==> src/rtl/pc_redirect_unit_if.sv <==
// pc_redirect_unit_if
//   Bundles the next-PC selection inputs and the PC/flush outputs of the
//   program-counter redirect unit.
//   master : the pipeline side (drives decode/stall, observes PC and flags)
//   slave  : the redirect unit itself
//   Inputs : Stall, JRControl, JRTarget[31:0], Jump, JumpIndex[25:0],
//            Branch, Zero, BranchOffset[31:0]
//   Outputs: PC[31:0], PCPlus4[31:0], Flush, Pending, AlignFault
interface pc_redirect_unit_if;
    logic        Stall;
    logic        JRControl;
    logic [31:0] JRTarget;
    logic        Jump;
    logic [25:0] JumpIndex;
    logic        Branch;
    logic        Zero;
    logic [31:0] BranchOffset;
    logic [31:0] PC;
    logic [31:0] PCPlus4;
    logic        Flush;
    logic        Pending;
    logic        AlignFault;

    modport master (
        output Stall, JRControl, JRTarget, Jump, JumpIndex, Branch, Zero, BranchOffset,
        input  PC, PCPlus4, Flush, Pending, AlignFault
    );

    modport slave (
        input  Stall, JRControl, JRTarget, Jump, JumpIndex, Branch, Zero, BranchOffset,
        output PC, PCPlus4, Flush, Pending, AlignFault
    );
endinterface

==> src/rtl/pc_redirect_unit.sv <==
// pc_redirect_unit
//   Program-counter register and next-PC selector. Chooses between PC+4, the
//   branch target, the jump target and the JR register target, holds the PC
//   under Stall, parks a redirect that arrives while stalled, and pulses Flush
//   in the cycle the PC shows a redirected target.
//   Ports:
//     clk      : system clock, rising edge
//     reset_n  : asynchronous reset, active low
//     bus      : pc_redirect_unit_if.slave (decode inputs, PC and status outputs)
//   Parameters:
//     RESET_VECTOR : PC after reset
//     EXC_VECTOR   : PC loaded on a misaligned target (alignment check only)
//   Configuration macro:
//     PC_ALIGN_CHECK_EN : misaligned targets trap to EXC_VECTOR and set the
//                         sticky AlignFault. Undefined: target bits [1:0] are
//                         cleared on load and AlignFault stays 0.
//
//   state | meaning
//   RUN   | normal fetch; redirects applied on the next unstalled edge
//   PEND  | a redirect was seen under Stall; parked target waits for Stall=0
module pc_redirect_unit #(
    parameter logic [31:0] RESET_VECTOR = 32'h0000_0000,
    parameter logic [31:0] EXC_VECTOR   = 32'h8000_0180
) (
    input  logic                   clk,
    input  logic                   reset_n,
    pc_redirect_unit_if.slave      bus
);

    typedef enum logic {RUN, PEND} state_t;

    state_t      state;
    logic [31:0] pc_q;
    logic [31:0] pend_tgt;
    logic        flush_q;
    logic        pending_q;
    logic        fault_q;

    logic [31:0] pc_plus4;
    logic [31:0] br_tgt;
    logic [31:0] j_tgt;
    logic [31:0] sel_tgt;
    logic        redir;
    logic [31:0] sel_load;
    logic [31:0] pend_load;
    logic        sel_bad;
    logic        pend_bad;

    always_comb begin
        pc_plus4 = pc_q + 32'd4;
        br_tgt   = pc_plus4 + (bus.BranchOffset << 2);
        j_tgt    = {pc_plus4[31:28], bus.JumpIndex, 2'b00};
        sel_tgt  = pc_plus4;
        redir    = 1'b0;
        if (bus.JRControl) begin
            sel_tgt = bus.JRTarget;
            redir   = 1'b1;
        end else if (bus.Jump) begin
            sel_tgt = j_tgt;
            redir   = 1'b1;
        end else if (bus.Branch && bus.Zero) begin
            sel_tgt = br_tgt;
            redir   = 1'b1;
        end
    end

    // The parked target is stored raw so the alignment rule is applied once,
    // at the moment it is actually loaded into the PC.
`ifdef PC_ALIGN_CHECK_EN
    always_comb begin
        sel_bad   = (sel_tgt[1:0] != 2'b00);
        pend_bad  = (pend_tgt[1:0] != 2'b00);
        sel_load  = sel_bad  ? EXC_VECTOR : sel_tgt;
        pend_load = pend_bad ? EXC_VECTOR : pend_tgt;
    end
`else
    always_comb begin
        sel_bad   = 1'b0;
        pend_bad  = 1'b0;
        sel_load  = {sel_tgt[31:2], 2'b00};
        pend_load = {pend_tgt[31:2], 2'b00};
    end
`endif

    always_ff @(posedge clk or negedge reset_n) begin
        if (!reset_n) begin
            state     <= RUN;
            pc_q      <= RESET_VECTOR;
            pend_tgt  <= 32'h0;
            flush_q   <= 1'b0;
            pending_q <= 1'b0;
            fault_q   <= 1'b0;
        end else begin
            case (state)
                RUN: begin
                    if (!bus.Stall) begin
                        pc_q    <= sel_load;
                        flush_q <= redir | sel_bad;
                        fault_q <= fault_q | sel_bad;
                    end else begin
                        flush_q <= 1'b0;
                        if (redir) begin
                            pend_tgt  <= sel_tgt;
                            pending_q <= 1'b1;
                            state     <= PEND;
                        end
                    end
                end
                PEND: begin
                    if (!bus.Stall) begin
                        pc_q      <= pend_load;
                        flush_q   <= 1'b1;
                        fault_q   <= fault_q | pend_bad;
                        pending_q <= 1'b0;
                        state     <= RUN;
                    end else begin
                        flush_q <= 1'b0;
                    end
                end
                default: begin
                    state     <= RUN;
                    pending_q <= 1'b0;
                    flush_q   <= 1'b0;
                end
            endcase
        end
    end

    assign bus.PC         = pc_q;
    assign bus.PCPlus4    = pc_plus4;
    assign bus.Flush      = flush_q;
    assign bus.Pending    = pending_q;
    assign bus.AlignFault = fault_q;

endmodule

==> src/flat_wrapper.sv <==
// flat-port wrapper written by rule: the top's interface ports become plain ports
module pc_redirect_unit_flat 
#(
    parameter logic [31:0] RESET_VECTOR = 32'h0000_0000,
    parameter logic [31:0] EXC_VECTOR   = 32'h8000_0180
)
  (clk, reset_n, bus_Stall, bus_JRControl, bus_JRTarget, bus_Jump, bus_JumpIndex, bus_Branch, bus_Zero, bus_BranchOffset, bus_PC, bus_PCPlus4, bus_Flush, bus_Pending, bus_AlignFault);
  pc_redirect_unit_if bus_i ();
  input  logic clk;
  input  logic reset_n;
  input wire logic [$bits(bus_i.Stall)-1:0] bus_Stall;
  input wire logic [$bits(bus_i.JRControl)-1:0] bus_JRControl;
  input wire logic [$bits(bus_i.JRTarget)-1:0] bus_JRTarget;
  input wire logic [$bits(bus_i.Jump)-1:0] bus_Jump;
  input wire logic [$bits(bus_i.JumpIndex)-1:0] bus_JumpIndex;
  input wire logic [$bits(bus_i.Branch)-1:0] bus_Branch;
  input wire logic [$bits(bus_i.Zero)-1:0] bus_Zero;
  input wire logic [$bits(bus_i.BranchOffset)-1:0] bus_BranchOffset;
  output wire logic [$bits(bus_i.PC)-1:0] bus_PC;
  output wire logic [$bits(bus_i.PCPlus4)-1:0] bus_PCPlus4;
  output wire logic [$bits(bus_i.Flush)-1:0] bus_Flush;
  output wire logic [$bits(bus_i.Pending)-1:0] bus_Pending;
  output wire logic [$bits(bus_i.AlignFault)-1:0] bus_AlignFault;
  assign bus_i.Stall = bus_Stall;
  assign bus_i.JRControl = bus_JRControl;
  assign bus_i.JRTarget = bus_JRTarget;
  assign bus_i.Jump = bus_Jump;
  assign bus_i.JumpIndex = bus_JumpIndex;
  assign bus_i.Branch = bus_Branch;
  assign bus_i.Zero = bus_Zero;
  assign bus_i.BranchOffset = bus_BranchOffset;
  assign bus_PC = bus_i.PC;
  assign bus_PCPlus4 = bus_i.PCPlus4;
  assign bus_Flush = bus_i.Flush;
  assign bus_Pending = bus_i.Pending;
  assign bus_AlignFault = bus_i.AlignFault;
  pc_redirect_unit #(.RESET_VECTOR(RESET_VECTOR), .EXC_VECTOR(EXC_VECTOR)) u_core (.clk(clk), .reset_n(reset_n), .bus(bus_i));
endmodule
==> config.mk <==
export PLATFORM = sky130hd
export DESIGN_NAME = pc_redirect_unit_flat
export DESIGN_NICKNAME = d
export VERILOG_FILES = /design/src/rtl/pc_redirect_unit_if.sv /design/src/rtl/pc_redirect_unit.sv /design/src/flat_wrapper.sv
export SDC_FILE = /design/constraint.sdc
export NUM_CORES = 1
export LEC_CHECK = 0
export ABC_AREA = 1
export ABC_CLOCK_PERIOD_IN_PS = 4000
export BUFFER_PORTS_ARGS = -buffer_cell sky130_fd_sc_hd__buf_2
export CAP_MARGIN = 20
export CORE_ASPECT_RATIO = 1.25
export CORE_MARGIN = 5
export CORE_UTILIZATION = 50
export DETAILED_ROUTE_END_ITERATION = 8
export PLACE_DENSITY = 0.81
export SLEW_MARGIN = 20
export SYNTH_ARGS = -nofsm -noshare
export SYNTH_HDL_FRONTEND = slang
export SYNTH_SLANG_ARGS = --single-unit
export TNS_END_PERCENT = 5
==> constraint.sdc <==
create_clock -name clk -period 4 [get_ports clk]
set_clock_uncertainty 0.15 [all_clocks]
set_input_delay 0 -clock clk [delete_from_list [all_inputs] [get_ports clk]]
set_output_delay 0 -clock clk [all_outputs]
set_load 0.02 [all_outputs]
* Word-level counts from Yosys, hierarchy flattened
Cells that the tools add are included.
Widths: inputs -> output; s select.
** Word-level totals
- Register bits :: 67
- Input port bits :: 97
- Output and inout port bits :: 67
- Logic and storage cells :: 36
** Operators by class
- $add $sub $neg :: 2
- Eq/ne operators :: 4
- Mux-type cells :: 20
- Bitwise logic cells :: 1
- Reduce and logical (&&, ||, !) cells :: 4
** Operators with widths (number)
- $mux 32 :: 5
- $pmux 32 s2 :: 1
- $add 32x3->32 const B :: 1
- $add 32x32->32 :: 1
- $mux 1 :: 11
- $ne 2x2->1 const B :: 3
- $pmux 1 s2 :: 3
- $reduce_and 3->1 :: 2
- $ne 2x1->1 const B :: 1
- $reduce_and 2->1 :: 1
- $logic_and 1x1->1 :: 1
- $not 1->1 :: 1

* Longest topological paths before layout
- Depth in word-level cells :: 7
- Gate-level depth with buffers :: 25
- Mapped depth without buffers :: 25

* Worst setup path after synthesis
OpenSTA, ideal clock, no wires.
- Kind :: reg-to-reg
- Start :: register u_core.pc_q[3] (netlist: u_core.bus.PC[3])
- End :: register u_core.pc_q[29] (netlist: u_core.bus.PC[29])
- Library setup time :: 0.117 ns
- Data arrival time :: 3.017 ns
- Required time :: 3.733 ns
- Setup slack :: 0.716 ns
- Cell stages (with the launch flop) :: 21
- Path buffers :: 0
- Clock period less this slack :: 3.284 ns
- Cells stage by stage :: dfrtp_1 > ha_1 > inv_1 > nor2_4 > nand2_2 > nor2_8 > nand4_1 > xor2_1 > ha_1 > a21oi_1 > o21ai_0 > inv_1 > nand2_1 > a21oi_1 > nand2_1 > nand2_1 > nand3_1 > nand2_1 > nand2_1 > nand2_1 > nand2_1
** Between the ends
- Longest elaborated chain between the ends :: 7
** RTL lines
- from (decl) :: RTL line pc_redirect_unit.sv:33 : logic [31:0] pc_q;
- from (signal assigned) :: RTL line pc_redirect_unit.sv:97 : pc_q <= sel_load;
- from (signal assigned) :: RTL line pc_redirect_unit.sv:111 : pc_q <= pend_load;
- $add 32x3->32 :: RTL line pc_redirect_unit.sv:50 : pc_plus4 = pc_q + 32'd4;
- via bus_PCPlus4[20] :: RTL line flat_wrapper.sv:20 : output wire logic [$bits(bus_i.PCPlus4)-1:0] bus_PCPlus4;
- $add 32x32->32 :: RTL line pc_redirect_unit.sv:51 : br_tgt = pc_plus4 + (bus.BranchOffset << 2);
- $mux 32 :: RTL line pc_redirect_unit.sv:61 : end else if (bus.Branch && bus.Zero) begin
- $mux 32 :: RTL line pc_redirect_unit.sv:58 : end else if (bus.Jump) begin
- $mux 32 :: RTL line pc_redirect_unit.sv:55 : if (bus.JRControl) begin
- $mux 32 :: RTL line pc_redirect_unit.sv:96 : if (!bus.Stall) begin
- $pmux 32 s2 :: RTL line pc_redirect_unit.sv:94 : case (state)
The timed path passes the listed nets, and every way through them passes these cells. The select of a mux whose other input is x is not followed.
A chain may end at the register's enable or synchronous reset.

* Worst setup path after layout
- Start :: register u_core.pc_q[13] (netlist: u_core.bus.PC[13])
- End :: register u_core.pend_tgt[20]
** Between the ends
- Longest elaborated chain between the ends :: 5
** RTL lines
- $add 32x3->32 (*) :: RTL line pc_redirect_unit.sv:50
- $add 32x32->32 :: RTL line pc_redirect_unit.sv:51
- $mux 32 (*) :: RTL line pc_redirect_unit.sv:61
- $mux 32 (*) :: RTL line pc_redirect_unit.sv:58
- $mux 32 (*) :: RTL line pc_redirect_unit.sv:55
- to (signal assigned) :: RTL line pc_redirect_unit.sv:103 : pend_tgt <= sel_tgt;
- to (decl) :: RTL line pc_redirect_unit.sv:34 : logic [31:0] pend_tgt;
Every way passes the cells marked *; elsewhere a longest branch is shown, timed or not.

==> results.sh <==
export IMPL_status="complete, no violations"
export IMPL_dpl_cell_count=1429
export IMPL_fin_ws_ns=0.219
export IMPL_hold_violations=0
export IMPL_cts_sinks=63
export IMPL_crit_required_ns=4.07
export IMPL_rr_endpoint="u_core.pend_tgt[20]"
export IMPL_io_pins=164
export IMPL_fmax_ghz=0.264
export IMPL_gp_congestion=0.978
export IMPL_drtPass1Iterations=6
export IMPL_antenna_cells=0
export IMPL_cts_root_buf="clkbuf_16"
export IMPL_ir_worst_vdd_uv=372
export IMPL_start_util=0.513
export IMPL_die_h_um=138
export IMPL_routed_wl_um=23300
export IMPL_slew_headroom=0.312
export IMPL_cts_buffers=9
export IMPL_grt_pass1_vias=7647
export IMPL_power_density_nw_per_um2=457
export IMPL_die_w_um=112
export IMPL_post_route_period_util=0.945
export IMPL_syn2layout_area_growth_pct=25.3
export IMPL_syn_area_sq_um=6560
export IMPL_finalMaxSlewViolations=0
export IMPL_wl_per_cell_um=15.7
export IMPL_n_fill_cell=1177
export IMPL_cap_violations=0
export IMPL_startpoint_type="flip-flop"
export IMPL_crit_arrival_ns=3.85
export IMPL_synth_ff_latch_count=63
export IMPL_ys_warn_count=0
export IMPL_grt_usage=0.294
export IMPL_setup_viol=0
export IMPL_worst_pin_slew_ns=1.03
export IMPL_grt_overflow=0
export IMPL_p_leak_nw=4.57
export IMPL_timing_hold_worst_class="input pin to flip-flop"
export IMPL_ys_seq_area_frac=0.241
export IMPL_drcViolationCount=0
export IMPL_cts_tree="done"
export IMPL_pre_cts_slack_ns=0.468
export IMPL_core_sq_um=12800
export IMPL_holdPathEnd="u_core.pend_tgt[24]"
export IMPL_drt_iter0_markers=634
export IMPL_crit_fanout=5
export IMPL_drt_antenna_violating_nets=0
export IMPL_htreeDepth=3
export IMPL_period_needed_ns=3.78
export IMPL_synth_cell_types=39
export IMPL_cts_setup_buffers=0
export IMPL_hold_depth=7
export IMPL_antenna_found_initial=0
export IMPL_reg2reg_from="u_core.bus.PC[13]"
export IMPL_worstSetupPathType="flip-flop to flip-flop"
export IMPL_drive_gt1_frac=0.169
export IMPL_worstSkewPairLatency_ns=0.34
export IMPL_num_vias=7870
export IMPL_r2r_slack_ns=0.22
export IMPL_avgSynthCellArea_sq_um=5.82
export IMPL_min_from="bus_JumpIndex[22]"
export IMPL_fin_setup_tns_ns=0
export IMPL_fin_nets=1443
export IMPL_grt_max_degree=45
export IMPL_grt_pass1_wl_um=37000
export IMPL_netlist_instances=1127
export IMPL_stdcell_count=1482
export IMPL_clockBufferDepth=2
export IMPL_r2r_cells=20
export IMPL_whs_ns=0.00660
export IMPL_vias_per_cell=5.31
export IMPL_dpl_hpwl_um=18300
export IMPL_dieArea_sq_um=15500
export IMPL_cts_reportedPaths_clkPinSlew_ns=0.06
export IMPL_port_buffers=154
export IMPL_end_kind="flip-flop"
export IMPL_fp_row_count=46
cells by family (layout without fill, tap and decap cells):
| logic type | count (synthesis) | after routing | synth area share |
|---|---|---|---|
| simple gates | 687 | 687 | 0.436 |
| flops | 63 | 63 | 0.241 |
| xor+xnor | 23 | 23 | 0.0319 |
| compound gates | 124 | 124 | 0.106 |
| other cells | 1 | 5 | 0.000572 |
| fa+ha+maj | 37 | 37 | 0.0718 |
| buf+inv | 192 | 375 | 0.114 |
metal layers:
metal,GRT usage,part of all wire
met1,0.353,0.39
met2,0.512,0.49
met3,0.0428,0.077
met4,0.141,0.048
met5,0,0
metrics by stage:
| stage | total power, mW | area [sq um] | util |
|---|---|---|---|
| 6_report | 3.75 | 8210 | 0.643 |
| 4_1_cts | 3.70 | 8130 | 0.637 |
| 3_5_place_dp | 2.87 | 7460 | 0.584 |
| 5_1_grt | 4.02 | 8210 | 0.643 |
| 2_1_floorplan | 2.27 | 6570 | - |
| 3_3_place_gp | 2.84 | 7460 | 0.584 |
critical path, stage by stage, from the launching register on:
cell	delay (ns)
dfrtp_1	0.42
nand2_1	0.14
nor2_1	0.28
nand2_1	0.14
nor2_4	0.21
xor2_2	0.26
ha_1	0.34
nand2_1	0.11
nand2_1	0.07
o21bai_2	0.21
nand2_1	0.08
nand2_1	0.07
inv_1	0.08
nand2_1	0.05
nand2_1	0.06
nand2_1	0.07
nand2_1	0.07
nand3_1	0.14
nand3_1	0.10
dlygate4sd3_1	0.56
nand2_1	0.05
how the worst max path moves through the flow:
stage | slack (ns) | endpoint | cells after the start | from
2_1_floorplan | 0.72 | u_core.bus.PC[29] | 20 | u_core.bus.PC[3]
3_3_place_gp | 0.59 | u_core.pend_tgt[29] | 20 | u_core.bus.PC[3]
3_5_place_dp | 0.47 | u_core.pend_tgt[29] | 20 | u_core.bus.PC[3]
4_1_cts | 0.18 | u_core.pend_tgt[20] | 21 | u_core.bus.PC[3]
5_1_grt | -0.0003 | u_core.pend_tgt[20] | 21 | u_core.bus.PC[2]
6_report | 0.22 | u_core.pend_tgt[20] | 20 | u_core.bus.PC[13]
layout make-up:
type | count | area, sq um | share of cell area
multi-input combinational | 876 | 4320 | 0.527
sequential | 63 | 1580 | 0.192
inverter | 161 | 604 | 0.0736
tap | 168 | 210 | 0.0256
clock inverter | 6 | 60.1 | 0.00731
timing repair buffer | 198 | 1190 | 0.145
clock buffer | 10 | 239 | 0.0291
registers in the layout, indices dropped and copies added, names as in the netlist:
signal,cells
u_core.bus.Flush,1
u_core.bus.PC,30
u_core.bus.Pending,1
u_core.pend_tgt,30
u_core.state,1
Yosys cell counts (all sizes together):
library cell / instances / area share
ha: 36 / 0.069
a21oi: 41 / 0.031
nand3: 90 / 0.069
a31oi: 6 / 0.0057
o22ai: 1 / 0.00095
clkinv: 1 / 0.00057
or2: 9 / 0.0086
fa: 1 / 0.0031
a21o: 1 / 0.0011
clkbuf: 22 / 0.013
o31ai: 2 / 0.0031
nand4: 8 / 0.0076
o21ai: 55 / 0.042
nor2: 107 / 0.069
o221ai: 3 / 0.0040
buf: 9 / 0.0088
inv: 160 / 0.092
xnor2: 3 / 0.0040
nand3b: 6 / 0.0069
o21bai: 7 / 0.0080
nand2: 450 / 0.26
o211ai: 5 / 0.0057
a22o: 1 / 0.0013
xor2: 20 / 0.028
o21a: 2 / 0.0023
and2: 2 / 0.0019
conb: 1 / 0.00057
dfrtp: 63 / 0.24
nor3: 15 / 0.013
report_power, final:
part | internal, mW | switching [mW]
combinational | 0.679 | 1.33
clock | 0.495 | 0.283
sequential | 0.797 | 0.164
total | 1.97 | 1.78
layout by cell type, fill, tap and decap left out, types with 2 or more instances in the layout:
cell type	count
nand3b_1	6
or2_2	9
clkinvlp_4	2
nor2_2	8
and2_1	2
o21a_1	2
a31oi_1	6
buf_4	7
nor3_1	12
xor2_1	15
dfrtp_1	60
xnor2_1	3
clkbuf_16	9
nand3_1	90
inv_1	159
o21bai_1	6
o21ai_0	48
xor2_2	5
o221ai_1	3
dlygate4sd3_1	37
nor2_4	3
nand2_1	443
buf_2	154
ha_1	34
a21oi_1	40
conb_1	5
ha_4	2
dfrtp_2	3
nand4_1	8
o211ai_1	5
nor2_1	95
clkinv_2	3
o21ai_1	7
nor3_2	3
nand2_2	7
timing repair:
item                                    CTS  global route
hold buffers                             37             0
gates resized for setup                   0            15
hold endpoints to repair                 90             0
endpoints found under the setup margin    0             1
Note: power is estimated with default switching activity, not from simulation.
